**config.mk**
```make
export PLATFORM = sky130hd
export DESIGN_NAME = store_buffer
export DESIGN_NICKNAME = d
export VERILOG_FILES = /design/src/rtl/store_buffer.sv
export SDC_FILE = /design/constraint.sdc
export NUM_CORES = 1
export LEC_CHECK = 0
export CAP_MARGIN = 20
export CORE_ASPECT_RATIO = 1.1
export CORE_MARGIN = 3
export CORE_UTILIZATION = 35
export DETAILED_ROUTE_END_ITERATION = 7
export HOLD_SLACK_MARGIN = 0.02
export SYNTH_ARGS = -nofsm -noshare
export SYNTH_HDL_FRONTEND = slang
export SYNTH_SLANG_ARGS = --single-unit
```
**constraint.sdc**
```tcl
create_clock -name clk -period 6.4 [get_ports clk]
set_clock_uncertainty 0.2 [all_clocks]
set_input_delay 0.64 -clock clk [delete_from_list [all_inputs] [get_ports clk]]
set_output_delay 0.64 -clock clk [all_outputs]
set_load 0.02 [all_outputs]
```
**src/rtl/store_buffer.sv**
```systemverilog
`default_nettype none
// ============================================================================
//  Module   : store_buffer
//  Purpose  : Posted-write FIFO between the MEM stage and the data-memory port,
//             with an in-order req/ack drain and a word-granular load-hazard flag.
//  Revision : 1.0
// ============================================================================
module store_buffer #(
    parameter int DEPTH = 4,
    parameter int AW    = 32,
    parameter int DW    = 32
) (
    input  logic                     clk,
    input  logic                     rst_n,
    input  logic                     st_valid,
    output logic                     st_ready,
    input  logic [AW-1:0]            st_addr,
    input  logic [DW-1:0]            st_wdata,
    input  logic [3:0]               st_be,
    input  logic                     ld_valid,
    input  logic [AW-1:0]            ld_addr,
    output logic                     ld_hazard,
    output logic                     mem_req,
    output logic [AW-1:0]            mem_addr,
    output logic [DW-1:0]            mem_wdata,
    output logic [3:0]               mem_be,
    input  logic                     mem_ack,
    output logic [$clog2(DEPTH):0]   count
);
    localparam int              c_pw      = $clog2(DEPTH);
    localparam int              c_cw      = c_pw + 1;
    localparam logic [c_cw-1:0] c_full    = c_cw'(DEPTH);
    localparam logic [c_cw-1:0] c_cnt_one = c_cw'(1);
    localparam logic [c_pw-1:0] c_ptr_one = c_pw'(1);

    typedef enum logic [0:0] {
        ST_IDLE = 1'b0,
        ST_REQ  = 1'b1
    } state_t;

    // Only the word address is kept; byte offset is implied by the mask.
    logic [AW-3:0]    r_waddr [DEPTH];
    logic [DW-1:0]    r_wdata [DEPTH];
    logic [3:0]       r_be    [DEPTH];
    logic [DEPTH-1:0] r_valid;
    logic [c_pw-1:0]  r_wr_ptr;
    logic [c_pw-1:0]  r_rd_ptr;
    logic [c_cw-1:0]  r_count;
    logic [c_cw-1:0]  w_count_nxt;
    state_t           r_state;
    logic             r_mem_req;
    logic             w_push;
    logic             w_pop;
    logic             w_hit;
    logic             w_unused;

    assign st_ready = (r_count != c_full);
    // Empty-mask stores are handshaken but never occupy an entry.
    assign w_push   = st_valid && st_ready && (st_be != 4'b0000);
    assign w_pop    = (r_state == ST_REQ) && mem_ack;

    always_comb begin
        w_count_nxt = r_count;
        if (w_push) w_count_nxt = w_count_nxt + c_cnt_one;
        if (w_pop)  w_count_nxt = w_count_nxt - c_cnt_one;
    end

    always_ff @(posedge clk) begin
        if (w_push) begin
            r_waddr[r_wr_ptr] <= st_addr[AW-1:2];
            r_wdata[r_wr_ptr] <= st_wdata;
            r_be[r_wr_ptr]    <= st_be;
        end
    end

    always_ff @(posedge clk) begin
        if (!rst_n) begin
            r_wr_ptr  <= '0;
            r_rd_ptr  <= '0;
            r_count   <= '0;
            r_valid   <= '0;
            r_state   <= ST_IDLE;
            r_mem_req <= 1'b0;
        end else begin
            r_count <= w_count_nxt;
            if (w_pop) begin
                r_valid[r_rd_ptr] <= 1'b0;
                r_rd_ptr          <= r_rd_ptr + c_ptr_one;
            end
            if (w_push) begin
                r_valid[r_wr_ptr] <= 1'b1;
                r_wr_ptr          <= r_wr_ptr + c_ptr_one;
            end
            case (r_state)
                ST_IDLE: begin
                    if (r_count != '0) begin
                        r_state   <= ST_REQ;
                        r_mem_req <= 1'b1;
                    end
                end
                ST_REQ: begin
                    // Stay in REQ for back-to-back drain while anything remains.
                    if (w_pop && (w_count_nxt == '0)) begin
                        r_state   <= ST_IDLE;
                        r_mem_req <= 1'b0;
                    end
                end
                default: begin
                    r_state   <= ST_IDLE;
                    r_mem_req <= 1'b0;
                end
            endcase
        end
    end

    always_comb begin
        w_hit = 1'b0;
        for (int i = 0; i < DEPTH; i++) begin
            if (r_valid[i] && (r_waddr[i] == ld_addr[AW-1:2])) w_hit = 1'b1;
        end
    end

    assign ld_hazard = ld_valid && w_hit;
    assign mem_req   = r_mem_req;
    assign mem_addr  = {r_waddr[r_rd_ptr], 2'b00};
    assign mem_wdata = r_wdata[r_rd_ptr];
    assign mem_be    = r_be[r_rd_ptr];
    assign count     = r_count;
    assign w_unused  = ^{st_addr[1:0], ld_addr[1:0]};

endmodule
`default_nettype wire

```
# ---- Word-level counts from Yosys, hierarchy flattened
# Memory sizes are Yosys's and may differ from the RTL's. A register that Yosys moved wholly into a read port is not among the register bits.
# Cells that the tools add are included.
dict set report op_classes {
  n_div 0
  n_shift 0
  muxes 27
  n_eq_ne 7
  n_reduce_logical 15
  add_sub_neg 4
  n_bitwise 4
  mul 0
  order_cmp 4
}
# cell count
set op_table {}
lappend op_table {{$eq A30 B30 Y1} 4}
lappend op_table {{$mux W1} 12}
lappend op_table {{$mux W2} 6}
lappend op_table {{$mux W4} 3}
lappend op_table {{$logic_and A1 B1 Y1} 11}
lappend op_table {{$lt A2 B3 Y1 const B} 2}
lappend op_table {{$mux W3} 2}
lappend op_table {{$add A2 B1 Y2 const B} 2}
lappend op_table {{$and A4 B4 Y4} 1}
lappend op_table {{$demux W1 S2} 2}
lappend op_table {{$ge A2 B1 Y1 const B} 2}
lappend op_table {{$not A4 Y4} 1}
lappend op_table {{$or A4 B4 Y4} 1}
lappend op_table {{$pmux W1 S2} 2}
lappend op_table {{$reduce_bool A4 Y1} 1}
lappend op_table {{$add A3 B1 Y3 const B} 1}
lappend op_table {{$logic_not A3 Y1} 1}
lappend op_table {{$ne A3 B3 Y1 const B} 1}
lappend op_table {{$reduce_bool A3 Y1} 1}
lappend op_table {{$sub A3 B1 Y3 const B} 1}
lappend op_table {{$ne A2 B1 Y1 const B} 1}
lappend op_table {{$ne A2 B2 Y1 const B} 1}
lappend op_table {{$reduce_and A2 Y1} 1}
lappend op_table {{$not A1 Y1} 1}
dict set report totals {
  romBits 0
  ramBits 264
  inputBits 105
  word_cells 70
  mem_count 3
  register_bits 13
  latch_bits 0
}
# memory depth word_bits read_ports rd_clocked_by_memory_dff wr line_no
set mem_list {}
lappend mem_list {r_wdata 4 32 1 1 1 43} ;# logic [DW-1:0] r_wdata [DEPTH];
lappend mem_list {r_waddr 4 30 5 1 1 42} ;# logic [AW-3:0] r_waddr [DEPTH];
lappend mem_list {r_be 4 4 1 1 1 44} ;# logic [3:0] r_be [DEPTH];

# ---- Depth between registers and ports, before layout
# Gate-level depths: netlist of run 1.
dict set report logic_depth {
  ltp_word 10
  mapped_depth 8
  ltp_nobuf 8
}

# ---- Least setup slack after synthesis of run 1
# Ideal clock, no wire load.
dict set report synth_timing {
  path_kind {reg-to-reg}
  from {reg r_count[0] (netlist: count[0])}
  to {mem r_be[0][0], enable pin}
  setup_ns 0.432
  slack_ns 2.924
  t_arrival_ns 2.845
  t_required_ns 5.768
  path_stages_with_launch 5
  cell_sequence {dfxtp_1 -> inv_1 -> ha_1 -> a21oi_4 -> and2_1}
}
dict set report synth_via {
  elab_chain_cells 5
}
# element line_no
set synth_lines {}
lappend synth_lines {{from (decl)} 48} ;# logic [c_cw-1:0] r_count;
lappend synth_lines {{from (signal assigned)} 85} ;# r_count <= w_count_nxt;
lappend synth_lines {{$ne A3 B3 Y1} 57} ;# assign st_ready = (r_count != c_full);
lappend synth_lines {{$logic_and A1 B1 Y1 (2 in a row)} 59} ;# assign w_push = st_valid && st_ready && (st_be != 4'b0000);
lappend synth_lines {{$mux W1} 69} ;# if (w_push) begin
lappend synth_lines {{$mux W1 (implied by the code)} 72} ;# r_be[r_wr_ptr] <= st_be;
lappend synth_lines {{to (decl)} 44}
# Every way passes these cells.

# ---- Final worst setup path of run 1
dict set report layout_timing {
  from {in ld_addr[21]}
  to {out ld_hazard}
}
dict set report layout_via {
  elab_chain_cells 7
}
# element line_no
set layout_lines {}
lappend layout_lines {{from (decl)} 21} ;# input logic [AW-1:0] ld_addr,
lappend layout_lines {{$eq A30 B30 Y1} 119} ;# if (r_valid[i] && (r_waddr[i] == ld_addr[AW-1:2])) w_hit = 1'b1;
lappend layout_lines {{$logic_and A1 B1 Y1} 119}
lappend layout_lines {{$mux W1 (3 in a row)} 119}
lappend layout_lines {{$mux W1 *} 119}
lappend layout_lines {{$logic_and A1 B1 Y1 *} 123} ;# assign ld_hazard = ld_valid && w_hit;
lappend layout_lines {{to (decl)} 22} ;# output logic ld_hazard,
# Every way passes the cells marked *; elsewhere a longest branch is shown, timed or not.

==> summary.txt, run 1 <==
Die Y: 198 um
first-pass GRT wire length: 41.2 mm
Static Leak: 4.64 nW
RSZ-0062 raised after global routing: no
Vias: 6,035
status: completed
Cell Area, Placed: 13,900 sq um
hpwl dp: 18.7 mm
origin of the critical flop-to-flop path: count[0]
Cells after DPL: 1,185
Setup crit start: ld_addr[21]
final hold vios: 0
Nets: 906
syn_area_per_cell: 19.0 sq um
clock-pin slew on the worst setup and hold paths: 0.06 ns
initial antenna violation count: 2
Hold Buf Count CTS: 0
root buf cell: clkbuf_16
CORE AREA: 32,600 sq um
Critical Path Max Stage Delay: 0.66 ns
post-synth cell types: 30
Hold Path Class: reg2reg
maximum vdd drop: 0.000216 V
flop2flop setup slack: 3.47 ns
Routed Wire Length: 27.4 mm
CTS sink count: 279
Synth warnings: 0
total track usage: 15.1%
CTS Buf Count: 29
Worst EP required: 5.56 ns
dpl ws: 2.21 ns
worst reg2reg path depth: 5
Initial Utilization: 35.9%
Setup crit end: ld_hazard
fill cell count: 2,859
Top FF cell, synth: edfxtp_1
Post-CTS Setup Bufs: 0
Synth-to-Final Area Change: 26.3%
synthesized area: 11,700 sq um
Slew HR: 46.4%
H-tree depth: 1
gr ovfl total: 0
max-cap viol count: 0
min Tclk post-route: 4.11 ns
Async SR Flop Fraction: 0%
total negative slack: 0 ns
antenna diode count: 0
largest cells by area after synthesis: edfxtp_1, mux4_2, xnor2_1
Worst path slowest cell: clkdlybuf4s50_1
reg2reg end: r_wdata[1][18]
startpoint types: input pin
leading area contributor after synthesis: edfxtp_1
GP Congestion: 0.781
post-synth top area share: 67.6%
register area share after synthesis: 70.2%
area occupied by registers: 8240 sq um
power per cell area: 334 nW/um^2
die area: 35,700 sq um
drt drc: 0
synthesis-stage register bit count: 279
routed len/inst: 22.2 um
number of top-level pins: 179
worst-margin pin slew: 0.804 ns
area of the multi-input gates: 3290 sq um
cts repair resizes: 0
fin area: 14,800 sq um
Worst Setup End Kind: primary output
Setup CP Type: in2out
DRT Pass-1 Iters: 4
Mapped Cells: 616
WP data arrival: 3.27 ns
FMAX: 243 MHz
CTS Buffer Depth: 3
Final period util: 64.2%
Die X: 180 um
CTS tree: done
layout cells sized above 1: 15.5%
routed vias/inst: 4.89
Setup violations, final: 0
Max Slew Vio Count: 0
DR iter-0 viols: 365
ANT nets after route: 0
vias in the first global route: 6,658
Finished Layout Cells: 1,235
worst-path fanout max: 4
number of I/O port buffers: 172
CP cell instances: clkdlybuf4s50_1, xnor2_1, nand4_1, nor4_1, nand4_1, a41oi_1, clkdlybuf4s50_1
largest net degree at the start of global routing: 39
Clock Latency Late Sink: 0.54 ns
total power: 4.95 mW
row count: 69
EDFF count, synth: 264
worst setup margin: 2.29 ns
sequential cells by signal, summed over array words and instances (netlist names), named ones only:
name      flops
r_wdata     128
count         3
r_state       1
r_rd_ptr      2
r_be         16
r_wr_ptr      2
r_valid       4
mem_req       1
r_waddr     120
synthesized netlist by cell type (2+ instances only):
cell type and count:
a21oi_1 8, and2_1 6, buf_2 7, buf_4 7, clkbuf_1 22, dfxtp_1 15
edfxtp_1 264, ha_1 11, inv_1 10, mux2i_1 2, mux4_2 66, nand2_1 10
nand4_1 24, nor2_1 11, nor3_1 2, nor4_1 16, xnor2_1 78, xor2_1 45
where the power goes:
part,internal [mW],leakage (nW),total [mW],switching (mW)
clock network,0.986,0.455,1.65,0.661
registers,2.17,2.54,2.24,0.0700
logic,0.510,1.64,1.06,0.552
worst min-delay path by stage:
stage / slack (ns) / cells past startpoint / end / startpoint
after global routing: 0.34 / 2 / r_valid[2] / r_valid[2]
after detailed placement: 0.28 / 2 / r_valid[2] / r_valid[2]
after global placement: 0.28 / 2 / r_valid[0] / r_valid[0]
after floorplan: 0.26 / 2 / r_valid[0] / r_valid[0]
final: 0.30 / 2 / r_valid[2] / r_valid[2]
after CTS: 0.30 / 2 / r_valid[2] / r_valid[2]
layout make-up:
| class | count | area share, % |
|---|---|---|
| clock inverters | 16 | 1.25 |
| well taps | 426 | 3.60 |
| clock buffers | 34 | 5.03 |
| multi-input cells | 291 | 22.3 |
| inverters | 10 | 0.254 |
| repair buffers | 179 | 12.0 |
| flip-flops and latches | 279 | 55.6 |
metrics by stage:
stage | hold WS (ns) | util [%]
2_1_floorplan | 0.256 | -
3_3_place_gp | 0.280 | 42.5
3_5_place_dp | 0.282 | 42.5
4_1_cts | 0.301 | 45.4
5_1_grt | 0.345 | 45.4
6_report | 0.299 | 45.4
cells by family (layout without fill, tap and decap cells):
group	count (synthesis)	in the layout	synth area share (%)
buffers and inverters	47	239	1.80
xor gates and xnor gates	124	124	9.43
adders and majority gates	11	11	1.17
muxes	68	68	12.9
and+or+nand+nor	71	71	3.44
DFF	279	279	70.2
other	1	2	0.0320
AOI/OAI and AO/OA	15	15	1.07
critical path: cells and delay by family:
| family | cells | cell delay (ns) |
|---|---|---|
| xor+xnor | 1 | 0.32 |
| compound gates | 1 | 0.27 |
| buf+inv | 2 | 1.18 |
| simple gates | 3 | 0.84 |
placed cells by master, fill, tap and decap left out, types with 4 or more instances in the layout:
| master | n |
|---|---|
| clkbuf_16 | 29 |
| mux4_2 | 66 |
| nor4_1 | 16 |
| nand4_1 | 24 |
| and2_4 | 4 |
| xor2_1 | 45 |
| bufinv_16 | 4 |
| clkdlybuf4s50_1 | 172 |
| xnor2_1 | 78 |
| inv_1 | 10 |
| ha_1 | 11 |
| nor2_1 | 11 |
| clkbuf_1 | 5 |
| clkinv_2 | 5 |
| dfxtp_1 | 13 |
| a21oi_1 | 8 |
| nand2_1 | 10 |
| clkinv_1 | 4 |
| buf_4 | 7 |
| edfxtp_1 | 264 |
routing by layer:
metal	wire [um]	GRT usage, %	share of wire [%]	up-vias
li1	-	-	-	2759
met1	11000	18.6	40	3017
met2	13300	26.1	49	212
met3	2450	4.98	8.9	45
met4	598	3.55	2.2	2
met5	16	0	0.058	-
Note: power is estimated with default switching activity, not from simulation.
==> run 2, diff against run 1 <==
==> constraint.sdc (replaced) <==
create_clock -name clk -period 4 [get_ports clk]
set_clock_uncertainty 0.2 [all_clocks]
set_input_delay 0.4 -clock clk [delete_from_list [all_inputs] [get_ports clk]]
set_output_delay 0.4 -clock clk [all_outputs]
set_load 0.02 [all_outputs]
==> run 2 against run 1 <==
Effect of this change: design area is 0.52% higher; global-route usage hardly changed; via count increased by 0.71%; sequential cell count did not move; combinational power increased by 61%; die area is the same; critical path depth unchanged; critical endpoint unchanged; power up 58%; clock-buffer cell count increased by 4.
==> summary.txt, run 2 (synthesis results as in run 1) <==
Die Y: 198 um
Post-CTS Setup Bufs: 0
final hold vios: 0
fin util: 45.6%
fill cell count: 2,846
Clock Latency Late Sink: 0.54 ns
origin of the critical flop-to-flop path: count[0]
clock-pin slew on the worst setup and hold paths: 0.06 ns
H-tree depth: 1
Hold Path Class: in2reg
CTS sink count: 279
Routed Wire Length: 27.7 mm
power per cell area: 526 nW/um^2
total negative slack: 0 ns
startpoint types: input pin
number of I/O port buffers: 172
Nets: 912
CORE AREA: 32,600 sq um
Worst path slowest cell: clkdlybuf4s50_1
gr ovfl total: 0
die area: 35,700 sq um
FMAX: 274 MHz
worst-path fanout max: 4
Hold Buf Count CTS: 0
vias in the first global route: 6,573
cts repair resizes: 0
Initial Utilization: 35.9%
DRT Pass-1 Iters: 4
root buf cell: clkbuf_16
number of top-level pins: 179
Die X: 180 um
hpwl dp: 19.1 mm
status: completed
WP data arrival: 3.05 ns
CP cell instances: clkdlybuf4s50_1, xnor2_1, nand4_1, nor4_1, nand4_1, a41oi_1, clkdlybuf4s50_1
routed vias/inst: 4.89
Static Leak: 4.67 nW
Setup CP Type: in2out
GP Congestion: 0.911
Critical Path Max Stage Delay: 0.66 ns
worst-margin pin slew: 0.603 ns
reg2reg end: r_waddr[1][17]
most frequent cells in the layout: edfxtp_1, clkdlybuf4s50_1, xnor2_1
CTS tree: done
Synth-to-Final Area Change: 27.0%
worst reg2reg path depth: 5
Worst Setup End Kind: primary output
area occupied by registers: 8240 sq um
max-cap viol count: 0
initial antenna violation count: 0
drt drc: 0
CTS Buffer Depth: 3
Most flops, register: r_wdata
maximum vdd drop: 0.000370 V
Slew HR: 59.8%
Final period util: 91.3%
total track usage: 15.1%
commonest non-fill, non-tap cell in the layout: edfxtp_1
DR iter-0 viols: 359
worst hold stages: 3
flop2flop setup slack: 1.37 ns
routed len/inst: 22.3 um
Setup violations, final: 0
row count: 69
layout cells sized above 1: 15.4%
RSZ-0062 raised after global routing: no
max reg flops: 128
first-pass GRT wire length: 41.0 mm
Crit path depth: 7
CP top delay family: buffers and inverters
CTS Buf Count: 30
ANT nets after route: 0
largest net degree at the start of global routing: 37
WP buf/inv: 2
Worst EP required: 3.40 ns
Vias: 6,078
largest registers: r_wdata x128, r_waddr x120, r_be x16
area of the multi-input gates: 3290 sq um
Max Slew Vio Count: 0
Worst Hold End: count[1]
min Tclk post-route: 3.65 ns
hold_sp: rst_n
[run 2: cell types whose count changed in the layout (fill, tap and decap cells not counted), sizes merged]
cell	before	now
bufinv	4	1
clkbuf	34	38
clkinvlp	1	0
inv	12	10
clkinv	9	13
diode	0	1
buf	7	12
[run 2: layout make-up]
class / instances / area share [%]
flip-flops and latches: 279 / 55.3
multi-input cells: 291 / 22.1
repair buffers: 184 / 12.7
clock buffers: 38 / 5.39
well taps: 426 / 3.58
clock inverters: 14 / 0.597
inverters: 10 / 0.252
diodes: 1 / 0.0168
[run 2: layer usage]
metal / vias up / part of all wire [%] / GRT usage [%]
met2: 217 / 48 / 25.6
met3: 46 / 7.8 / 4.35
met4: 0 / 3.0 / 4.63
met5: - / 0 / 0
li1: 2775 / - / -
met1: 3040 / 41 / 19.0
[run 2: worst max path at each step]
stage / startpoint / end / slack, ns
after floorplan: count[0] / r_be[1][0] / 0.52
after global placement: ld_addr[23] / ld_hazard / 0.36
after detailed placement: ld_addr[12] / ld_hazard / 0.37
after CTS: r_waddr[2][21] / ld_hazard / 0.34
after global routing: ld_addr[16] / ld_hazard / 0.25
final: ld_addr[20] / ld_hazard / 0.35
[run 2: worst reg2reg max path: stages, from the launching register on]
cell	delay, ns
dfxtp_1	0.50
inv_1	0.08
ha_1	0.27
a21oi_4	0.37
and2_4	0.49
buf_4	0.39
[run 2: per-stage QoR]
stage / total power [mW] / worst slack (ns) / hold slack [ns] / std cells / area (sq um)
finish: 7.83 / 0.347 / 0.264 / 1243 / 14900
global placement: 5.40 / 0.364 / 0.276 / 1190 / 14000
detailed placement: 5.41 / 0.374 / 0.284 / 1190 / 14000
floorplan: 4.62 / 0.524 / 0.256 / 617 / 11700
CTS: 7.95 / 0.343 / 0.229 / 1242 / 14900
global route: 8.17 / 0.248 / 0.267 / 1242 / 14900
[run 2: report_power, final]
part | leakage (nW) | internal, mW | switching, mW | total [mW]
Clock | 0.437 | 1.46 | 1.06 | 2.52
Combinational | 1.69 | 0.840 | 0.871 | 1.71
Sequential | 2.54 | 3.47 | 0.131 | 3.60
